$ cat config.mk
export PLATFORM = sky130hd
export DESIGN_NAME = dmem_latency_ctrl_flat
export DESIGN_NICKNAME = d
export VERILOG_FILES = /design/src/rtl/dmem_latency_ctrl_if.sv /design/src/rtl/dmem_latency_ctrl.sv /design/src/flat_wrapper.sv
export SDC_FILE = /design/constraint.sdc
export NUM_CORES = 2
export LEC_CHECK = 0
export CORE_UTILIZATION = 55
export CTS_CLUSTER_DIAMETER = 100
export DETAILED_ROUTE_END_ITERATION = 6
export HOLD_SLACK_MARGIN = 0.1
export PLACE_DENSITY = 0.72
export SLEW_MARGIN = 5
export SYNTH_ARGS = -nofsm -noshare
export SYNTH_HDL_FRONTEND = slang
export SYNTH_SLANG_ARGS = --single-unit
$ cat constraint.sdc
create_clock -name clk -period 5.8 [get_ports clk]
set_input_delay 0.87 -clock clk [delete_from_list [all_inputs] [get_ports clk]]
set_output_delay 0.87 -clock clk [all_outputs]
set_load 0.005 [all_outputs]
$ cat src/rtl/dmem_latency_ctrl_if.sv
// Memory-stage request/response bundle between the pipeline and the latency-controlled data memory.
interface dmem_latency_ctrl_if #(
    parameter int unsigned CNT_W = 32
);
    logic             MemReadM;
    logic             MemWriteM;
    logic [2:0]       Funct3M;
    logic [31:0]      DataAdrM;
    logic [31:0]      WriteDataM;
    logic [31:0]      ReadDataM;
    logic             StallMem;
    logic             MisalignM;
    logic [CNT_W-1:0] StallCount;

    modport master (
        output MemReadM, MemWriteM, Funct3M, DataAdrM, WriteDataM,
        input  ReadDataM, StallMem, MisalignM, StallCount
    );

    modport slave (
        input  MemReadM, MemWriteM, Funct3M, DataAdrM, WriteDataM,
        output ReadDataM, StallMem, MisalignM, StallCount
    );
endinterface

$ cat src/rtl/dmem_latency_ctrl.sv
// RV32I data memory with configurable access latency, byte/half extension,
// misalignment detection, stall handshake and a saturating stall-cycle counter.
module dmem_latency_ctrl #(
    parameter int unsigned DEPTH_WORDS = 64,
    parameter int unsigned LATENCY     = 2,
    parameter int unsigned CNT_W       = 32
) (
    input logic               clk,
    input logic               reset,
    dmem_latency_ctrl_if.slave bus
);
    localparam int unsigned AW = $clog2(DEPTH_WORDS);
    localparam int unsigned CW = (LATENCY > 0) ? $clog2(LATENCY + 1) : 1;

    typedef enum logic [1:0] {IDLE, WAIT, DONE} state_t;

    state_t          state_q, state_d;
    logic [CW-1:0]   cnt_q, cnt_d;
    logic [CNT_W-1:0] stall_cnt_q;
    logic [31:0]     mem [DEPTH_WORDS];

    logic            rd, wr, req, legal, aligned, valid, stall, complete;
    logic [2:0]      f3;
    logic [31:0]     adr, wd, word, rdata;
    logic [AW-1:0]   idx;
    logic [7:0]      bsel;
    logic [15:0]     hsel;
    logic [3:0]      be;
    logic [31:0]     wlane;
    logic            unused_addr;

    assign rd  = bus.MemReadM;
    assign wr  = bus.MemWriteM;
    assign f3  = bus.Funct3M;
    assign adr = bus.DataAdrM;
    assign wd  = bus.WriteDataM;
    assign req = rd | wr;
    assign idx = adr[AW+1:2];
    assign unused_addr = ^adr[31:AW+2];

    // A store wins when both strobes are set, so store legality applies.
    assign legal   = wr ? (f3 == 3'b000 || f3 == 3'b001 || f3 == 3'b010)
                        : (f3 == 3'b000 || f3 == 3'b001 || f3 == 3'b010 ||
                           f3 == 3'b100 || f3 == 3'b101);
    assign aligned = !((f3[1:0] == 2'b01 && adr[0]) ||
                       (f3[1:0] == 2'b10 && adr[1:0] != 2'b00));
    assign valid   = req && legal && aligned;

    always_ff @(posedge clk) begin
        if (reset) begin
            state_q <= IDLE;
            cnt_q   <= '0;
        end else begin
            state_q <= state_d;
            cnt_q   <= cnt_d;
        end
    end

    always_comb begin
        state_d  = state_q;
        cnt_d    = cnt_q;
        stall    = 1'b0;
        complete = 1'b0;
        case (state_q)
            IDLE: begin
                if (valid) begin
                    if (LATENCY == 0) begin
                        complete = 1'b1;
                    end else begin
                        stall   = 1'b1;
                        state_d = WAIT;
                        cnt_d   = CW'(1);
                    end
                end
            end
            WAIT: begin
                stall = 1'b1;
                if (cnt_q == CW'(LATENCY)) state_d = DONE;
                else                       cnt_d   = cnt_q + CW'(1);
            end
            DONE: begin
                complete = valid;
                state_d  = IDLE;
                cnt_d    = '0;
            end
            default: begin
                state_d = IDLE;
                cnt_d   = '0;
            end
        endcase
    end

    // Saturating count of cycles spent stalling the pipeline.
    always_ff @(posedge clk) begin
        if (reset)                        stall_cnt_q <= '0;
        else if (stall && ~&stall_cnt_q)  stall_cnt_q <= stall_cnt_q + CNT_W'(1);
    end

    always_comb begin
        be    = 4'b1111;
        wlane = wd;
        case (f3[1:0])
            2'b00: begin
                be    = 4'b0001 << adr[1:0];
                wlane = {4{wd[7:0]}};
            end
            2'b01: begin
                be    = adr[1] ? 4'b1100 : 4'b0011;
                wlane = {2{wd[15:0]}};
            end
            default: begin
                be    = 4'b1111;
                wlane = wd;
            end
        endcase
    end

    // Array is deliberately not reset; a store cut off by reset never commits.
    always_ff @(posedge clk) begin
        if (!reset && complete && wr) begin
            for (int i = 0; i < 4; i++) begin
                if (be[i]) mem[idx][8*i +: 8] <= wlane[8*i +: 8];
            end
        end
    end

    assign word = mem[idx];
    assign bsel = 8'(word >> {adr[1:0], 3'b000});
    assign hsel = adr[1] ? word[31:16] : word[15:0];

    always_comb begin
        rdata = '0;
        if (complete && rd && !wr) begin
            case (f3)
                3'b000:  rdata = {{24{bsel[7]}}, bsel};
                3'b001:  rdata = {{16{hsel[15]}}, hsel};
                3'b010:  rdata = word;
                3'b100:  rdata = {24'd0, bsel};
                3'b101:  rdata = {16'd0, hsel};
                default: rdata = '0;
            endcase
        end
    end

    assign bus.ReadDataM  = rdata;
    assign bus.StallMem   = stall;
    assign bus.MisalignM  = req && !(legal && aligned);
    assign bus.StallCount = stall_cnt_q;
endmodule

$ cat src/flat_wrapper.sv
// flat-port wrapper written by rule: the top's interface ports become plain ports
module dmem_latency_ctrl_flat 
#(
    parameter int unsigned DEPTH_WORDS = 64,
    parameter int unsigned LATENCY     = 2,
    parameter int unsigned CNT_W       = 32
)
  (clk, reset, bus_MemReadM, bus_MemWriteM, bus_Funct3M, bus_DataAdrM, bus_WriteDataM, bus_ReadDataM, bus_StallMem, bus_MisalignM, bus_StallCount);
  dmem_latency_ctrl_if #(.CNT_W(CNT_W)) bus_i ();
  input logic clk;
  input logic reset;
  input wire logic [$bits(bus_i.MemReadM)-1:0] bus_MemReadM;
  input wire logic [$bits(bus_i.MemWriteM)-1:0] bus_MemWriteM;
  input wire logic [$bits(bus_i.Funct3M)-1:0] bus_Funct3M;
  input wire logic [$bits(bus_i.DataAdrM)-1:0] bus_DataAdrM;
  input wire logic [$bits(bus_i.WriteDataM)-1:0] bus_WriteDataM;
  output wire logic [$bits(bus_i.ReadDataM)-1:0] bus_ReadDataM;
  output wire logic [$bits(bus_i.StallMem)-1:0] bus_StallMem;
  output wire logic [$bits(bus_i.MisalignM)-1:0] bus_MisalignM;
  output wire logic [$bits(bus_i.StallCount)-1:0] bus_StallCount;
  assign bus_i.MemReadM = bus_MemReadM;
  assign bus_i.MemWriteM = bus_MemWriteM;
  assign bus_i.Funct3M = bus_Funct3M;
  assign bus_i.DataAdrM = bus_DataAdrM;
  assign bus_i.WriteDataM = bus_WriteDataM;
  assign bus_ReadDataM = bus_i.ReadDataM;
  assign bus_StallMem = bus_i.StallMem;
  assign bus_MisalignM = bus_i.MisalignM;
  assign bus_StallCount = bus_i.StallCount;
  dmem_latency_ctrl #(.DEPTH_WORDS(DEPTH_WORDS), .LATENCY(LATENCY), .CNT_W(CNT_W)) u_core (.clk(clk), .reset(reset), .bus(bus_i));
endmodule
# --- Yosys cells after proc, flatten, opt, wreduce, memory -nomap -nowiden ---
# Memory sizes are Yosys's and may differ from the RTL's.
# Cells that the tools add are included.
word_totals:
  ramBits: 2048
  out_inout_bits: 66
  n_memories: 1
  register_bits: 36
memory_table:
  columns: ["memory", "depth", "word_bits", "read_ports", "rd_ports_with_merged_regs", "wr", "line_no", "rtl"]
  rows:
  - ["u_core.mem", 64, 32, 1, 0, 1, "dmem_latency_ctrl.sv:20", "logic [31:0] mem [DEPTH_WORDS];"]
op_classes:
  n_bitwise: 1
  n_shift: 2
  n_mux: 27
  eq_ne: 12
  addsub: 2
  reduce_logical: 28
ops:
  columns: ["op", "count"]
  rows:
  - ["$pmux 32 s5", 1]
  - ["$pmux 32 s2", 1]
  - ["$add 32x1->32 const B", 1]
  - ["$mux 32", 1]
  - ["$reduce_and 32->1", 1]
  - ["$shr 32x5->8", 1]
  - ["$mux 16", 1]
  - ["$mux 1", 15]
  - ["$logic_and 1x1->1", 11]
  - ["$pmux 2 s2", 2]
  - ["$pmux 4 s2", 1]
  - ["$eq 2x2->1 const B", 3]
  - ["$eq 3x3->1 const B", 2]
  - ["$mux 2", 3]
  - ["$logic_not 1->1", 5]
  - ["$logic_or 1x1->1", 5]
  - ["$eq 2x1->1 const B", 2]
  - ["$logic_not 2->1", 2]
  - ["$mux 4", 1]
  - ["$ne 2x1->1 const B", 2]
  - ["$reduce_and 2->1", 2]
  - ["$shl 1x2->4 const A", 1]
  - ["$eq 3x1->1 const B", 1]
  - ["$eq 3x2->1 const B", 1]
  - ["6 further kinds", 6]

# --- Logic depth before layout (Yosys ltp) ---
depth:
  word_depth: 13
  ltp_mapped: 16
  depth_no_buf: 9

# --- Worst setup path after synthesis ---
# OpenSTA, ideal clock, no wires.
synth_path:
  path_type: "input to register"
  start: "in bus_Funct3M[0]"
  end: "mem u_core.mem[0][24] (data pin)"
  arrival_ns: 4.216
  stages: 4
  slack_ns: 0.882
  path_cell_list: "clkbuf_1 clkbuf_1 mux2i_1 o21ai_0"
synth_via:
  elab_chain_len: 2
synth_rtl:
  columns: ["element", "line_no", "rtl"]
  rows:
  - ["start, declared", "flat_wrapper.sv:14", "input wire logic [$bits(bus_i.Funct3M)-1:0] bus_Funct3M;"]
  - ["$eq 2x1->1 / $logic_not 2->1 (equally long branches)", "dmem_latency_ctrl.sv:102", "case (f3[1:0])"]
  - ["$pmux 32 s2 (*)", "dmem_latency_ctrl.sv:102", null]
  - ["named net u_core.wlane[24]", "dmem_latency_ctrl.sv:29", "logic [31:0] wlane;"]
  - ["end, declared", "dmem_latency_ctrl.sv:20", null]
# The timed path passes the listed nets; every way through them passes the cells marked *.

# --- Worst setup path after layout ---
layout_path:
  start: "in bus_DataAdrM[2]"
  end: "out bus_ReadDataM[25]"
layout_via:
  elab_chain_len: 4
layout_rtl:
  columns: ["element", "line_no", "rtl"]
  rows:
  - ["start, declared", "flat_wrapper.sv:15", "input wire logic [$bits(bus_i.DataAdrM)-1:0] bus_DataAdrM;"]
  - ["$mem_v2 64x32 (*)", null, null]
  - ["$shr 32x5->8 / $mux 16 (equally long branches)", "dmem_latency_ctrl.sv:128, dmem_latency_ctrl.sv:129", null]
  - ["$pmux 32 s5 (*)", "dmem_latency_ctrl.sv:134", "case (f3)"]
  - ["$mux 32 (*)", "dmem_latency_ctrl.sv:133", "if (complete && rd && !wr) begin"]
  - ["end, declared", "flat_wrapper.sv:17", "output wire logic [$bits(bus_i.ReadDataM)-1:0] bus_ReadDataM;"]
# Mark *: on every way between the ends. The rest lies on a longest branch, timed or not.

==> flow_metrics.env <==
export IMPL_netlist_top_cells_area="edfxtp_1, mux2i_1, a22oi_1"
export IMPL_rsz0062_at_grt="false"
export IMPL_place_hpwl_um=170000
export IMPL_ff_latch_area_um2=62200
export IMPL_drc_errors=16
export IMPL_crit_path_top_delay_cell="a211oi_1"
export IMPL_cts_made_buffers=195
export IMPL_drt_pass1_iter_count=7
export IMPL_p_leak_uw=0.0298
export IMPL_clk_pin_slew_ns=0.06
export IMPL_r2r_setup_slack_ns=2.65
export IMPL_initial_utilization_pct=55.6
export IMPL_cts_hold_buffers=0
export IMPL_period_minus_slack_ns=5.79
export IMPL_cp_max_fo=28
export IMPL_io_pins=137
export IMPL_clock_latency_ns=0.86
export IMPL_hold_ws_ns=0.499
export IMPL_p_per_area_nw_per_um2=338
export IMPL_htreeDepth=4
export IMPL_syn_cell_area_um2=81200
export IMPL_final_cell_area_um2=93100
export IMPL_grt_pass1_vias=48200
export IMPL_ys_types=83
export IMPL_drt_wl_total_um=267000
export IMPL_critical_path_max_stage_delay_ns=0.52
export IMPL_ant_nets=0
export IMPL_setup_worst_path_end_class="output pin"
export IMPL_avgSynthCellArea_um2=16.8
export IMPL_coreArea_um2=146000
export IMPL_yosysSeqAreaShare_pct=76.6
export IMPL_wire_per_inst_um=36.8
export IMPL_port_buffers=112
export IMPL_synth_edff_count=2048
export IMPL_final_max_slew_viol_count=0
export IMPL_antenna_found_initial=13
export IMPL_num_rows=140
export IMPL_p_total_uw=31500
export IMPL_cts_buffer_depth=3
export IMPL_run_status="finished, violations left"
export IMPL_maxCapViolations=0
export IMPL_async_flop_share_pct=0
export IMPL_dp_cells=6888
export IMPL_grt_pass1_wl_um=365000
export IMPL_synth_nets=4895
export IMPL_synth_top_cell_by_area="edfxtp_1"
export IMPL_nFillCells=10000
export IMPL_synthFlopType="edfxtp_1"
export IMPL_cp_arrival_ns=4.92
export IMPL_max_slew_margin_pct=3.18
export IMPL_die_x_um=386
export IMPL_fin_skew_ns=0.0319
export IMPL_finalSetupViolCount=0
export IMPL_fmax_ghz=0.173
export IMPL_hold_path_class="reg2reg"
export IMPL_multi_input_area_um2=17500
export IMPL_failed_checks="design-rule violations"
export IMPL_crit_required_ns=4.93
export IMPL_root_buffer="clkbuf_16"
export IMPL_worstMarginPinSlew_ns=1.45
export IMPL_vias=51500
export IMPL_grt_max_degree=65
export IMPL_fin_crit_sh_pct=99.8
export IMPL_gp_congestion=0.983
export IMPL_avgViaCountPerCell=7.09
export IMPL_num_nets_final=5241
export IMPL_die_area_um2=149000
export IMPL_placed_cell_area_um2=86600
export IMPL_gr_total_overflow=0
export IMPL_worst_setup_path_start_kind="input pin"
export IMPL_tritoncts="done"
export IMPL_hold_viol_final=0
export IMPL_die_h_um=386
export IMPL_clock_sinks=2084
export IMPL_grt_usage_pct=35.5
export IMPL_yosys_warnings=0
export IMPL_peakVddDrop_uv=306
export IMPL_synth_top_area_share_pct=75.7
export IMPL_crit_type="in2out"
export IMPL_ys_ff_latch=2084
export IMPL_drive_above_1_share_pct=16.4
export IMPL_drt_initial_drc_count=9227
export IMPL_syn_to_final_growth_pct=14.6
export IMPL_worstPathCellList="buf_8 -> clkinv_2 -> a32o_1 -> a211oi_1 -> o22ai_1 -> buf_4 -> nor4_4 -> buf_4 -> a211oi_1 -> a221o_1 -> o21bai_1 -> clkdlybuf4s50_1"
export IMPL_final_cell_count_no_fill=7262
export IMPL_syn_instance_count=4822
-- kinds of logic after synthesis --
logic type               Yosys count  share of synthesized area [%]
buffers and inverters            364                           2.24
XOR/XNOR                          30                          0.324
AND/OR/NAND/NOR                  772                           4.39
AO/OA/AOI/OAI                   1163                           10.6
adder cells (fa/ha/maj)            2                         0.0308
multiplexers                     407                           5.77
flip-flops                      2084                           76.6
-- routing by layer --
layer  part of all wire [%]  global-route usage [%]
met1                     34                    46.1
met5                  0.088                   0.552
met3                     17                    14.4
met4                    7.0                    21.8
met2                     42                    49.8
-- critical path: cells and delay by family --
| family | cells | cell delay (ns) |
|---|---|---|
| compound gates | 6 | 1.83 |
| buf+inv | 5 | 1.64 |
| simple gates | 1 | 0.50 |
-- path summary, 6_finish.rpt --
check | start | to | depth (start not counted)
worst max register to register | u_core.state_q[1]$_SDFFE_PP0P_ | u_core.mem[44][1]$_DFFE_PP_ | 6
worst max-delay path | bus_DataAdrM[2] | bus_ReadDataM[25] | 12
worst min register to register | u_core.cnt_q[0]$_SDFFE_PP0P_ | u_core.cnt_q[0]$_SDFFE_PP0P_ | 2
worst min-delay path | u_core.cnt_q[0]$_SDFFE_PP0P_ | u_core.cnt_q[0]$_SDFFE_PP0P_ | 2
-- Yosys cell counts, drive strengths merged, types with 25 or more instances --
library cell,number
edfxtp,2048
nor2,371
a22oi,288
mux2i,265
buf,201
nand2,185
a221oi,164
clkbuf,140
a21oi,134
mux2,104
o22ai,99
o21ai,98
a31oi,62
a22o,59
a221o,55
mux4,38
dfxtp,36
nand3,29
xor2,25
-- flip-flops by register name (all words and copies together), names as in the netlist --
register	count
u_core.mem	2048
u_core.bus.StallCount	32
u_core.cnt_q	2
u_core.state_q	2
-- metrics by stage --
stage	util, %	setup TNS (ns)	setup WS (ns)
6_report	63.7	0	0.00919
5_1_grt	63.7	0	0.0392
4_1_cts	63.7	0	0.00128
3_5_place_dp	59.3	-4.99	-0.288
3_3_place_gp	59.3	-4.23	-0.247
2_1_floorplan	-	0	0.882
-- power breakdown --
part           internal [uW]  leakage [uW]  switching (uW)
registers              16600        0.0187            5.20
clock network           7230       0.00310            5600
logic                    578       0.00800            1440
-- repair_timing --
action / CTS / global route
endpoints found under the setup margin: 25 / 28
gates resized for setup: 3 / 5
setup buffers: 0 / 0
endpoints found under the hold margin: 0 / 0
-- layout make-up --
class | count | area share [%]
sequential | 2084 | 66.8
multi-input combinational | 2374 | 18.7
clock buffer | 248 | 5.52
timing repair buffer | 490 | 4.86
tap | 1917 | 2.58
clock inverter | 114 | 1.32
inverter | 23 | 0.0954
antenna | 12 | 0.0323
-- layout by cell type (no fill, tap or decap), types with 20 or more instances in the layout --
master	n
nor2_1	367
a221o_1	55
nand2_1	183
nand3_1	29
mux2i_1	265
buf_4	331
clkinv_1	43
nand4_1	24
a222oi_1	24
o21ai_0	86
a22oi_1	288
mux4_2	38
dfxtp_1	36
edfxtp_1	2048
inv_1	20
clkbuf_1	50
o22ai_1	99
a22o_1	59
o22a_1	20
clkinv_2	35
bufinv_16	21
buf_12	48
a21oi_1	134
xor2_1	25
mux2_2	101
clkbuf_16	198
a31oi_1	62
a221oi_1	163
clkdlybuf4s50_1	100
(Power assumes the default switching activity.)
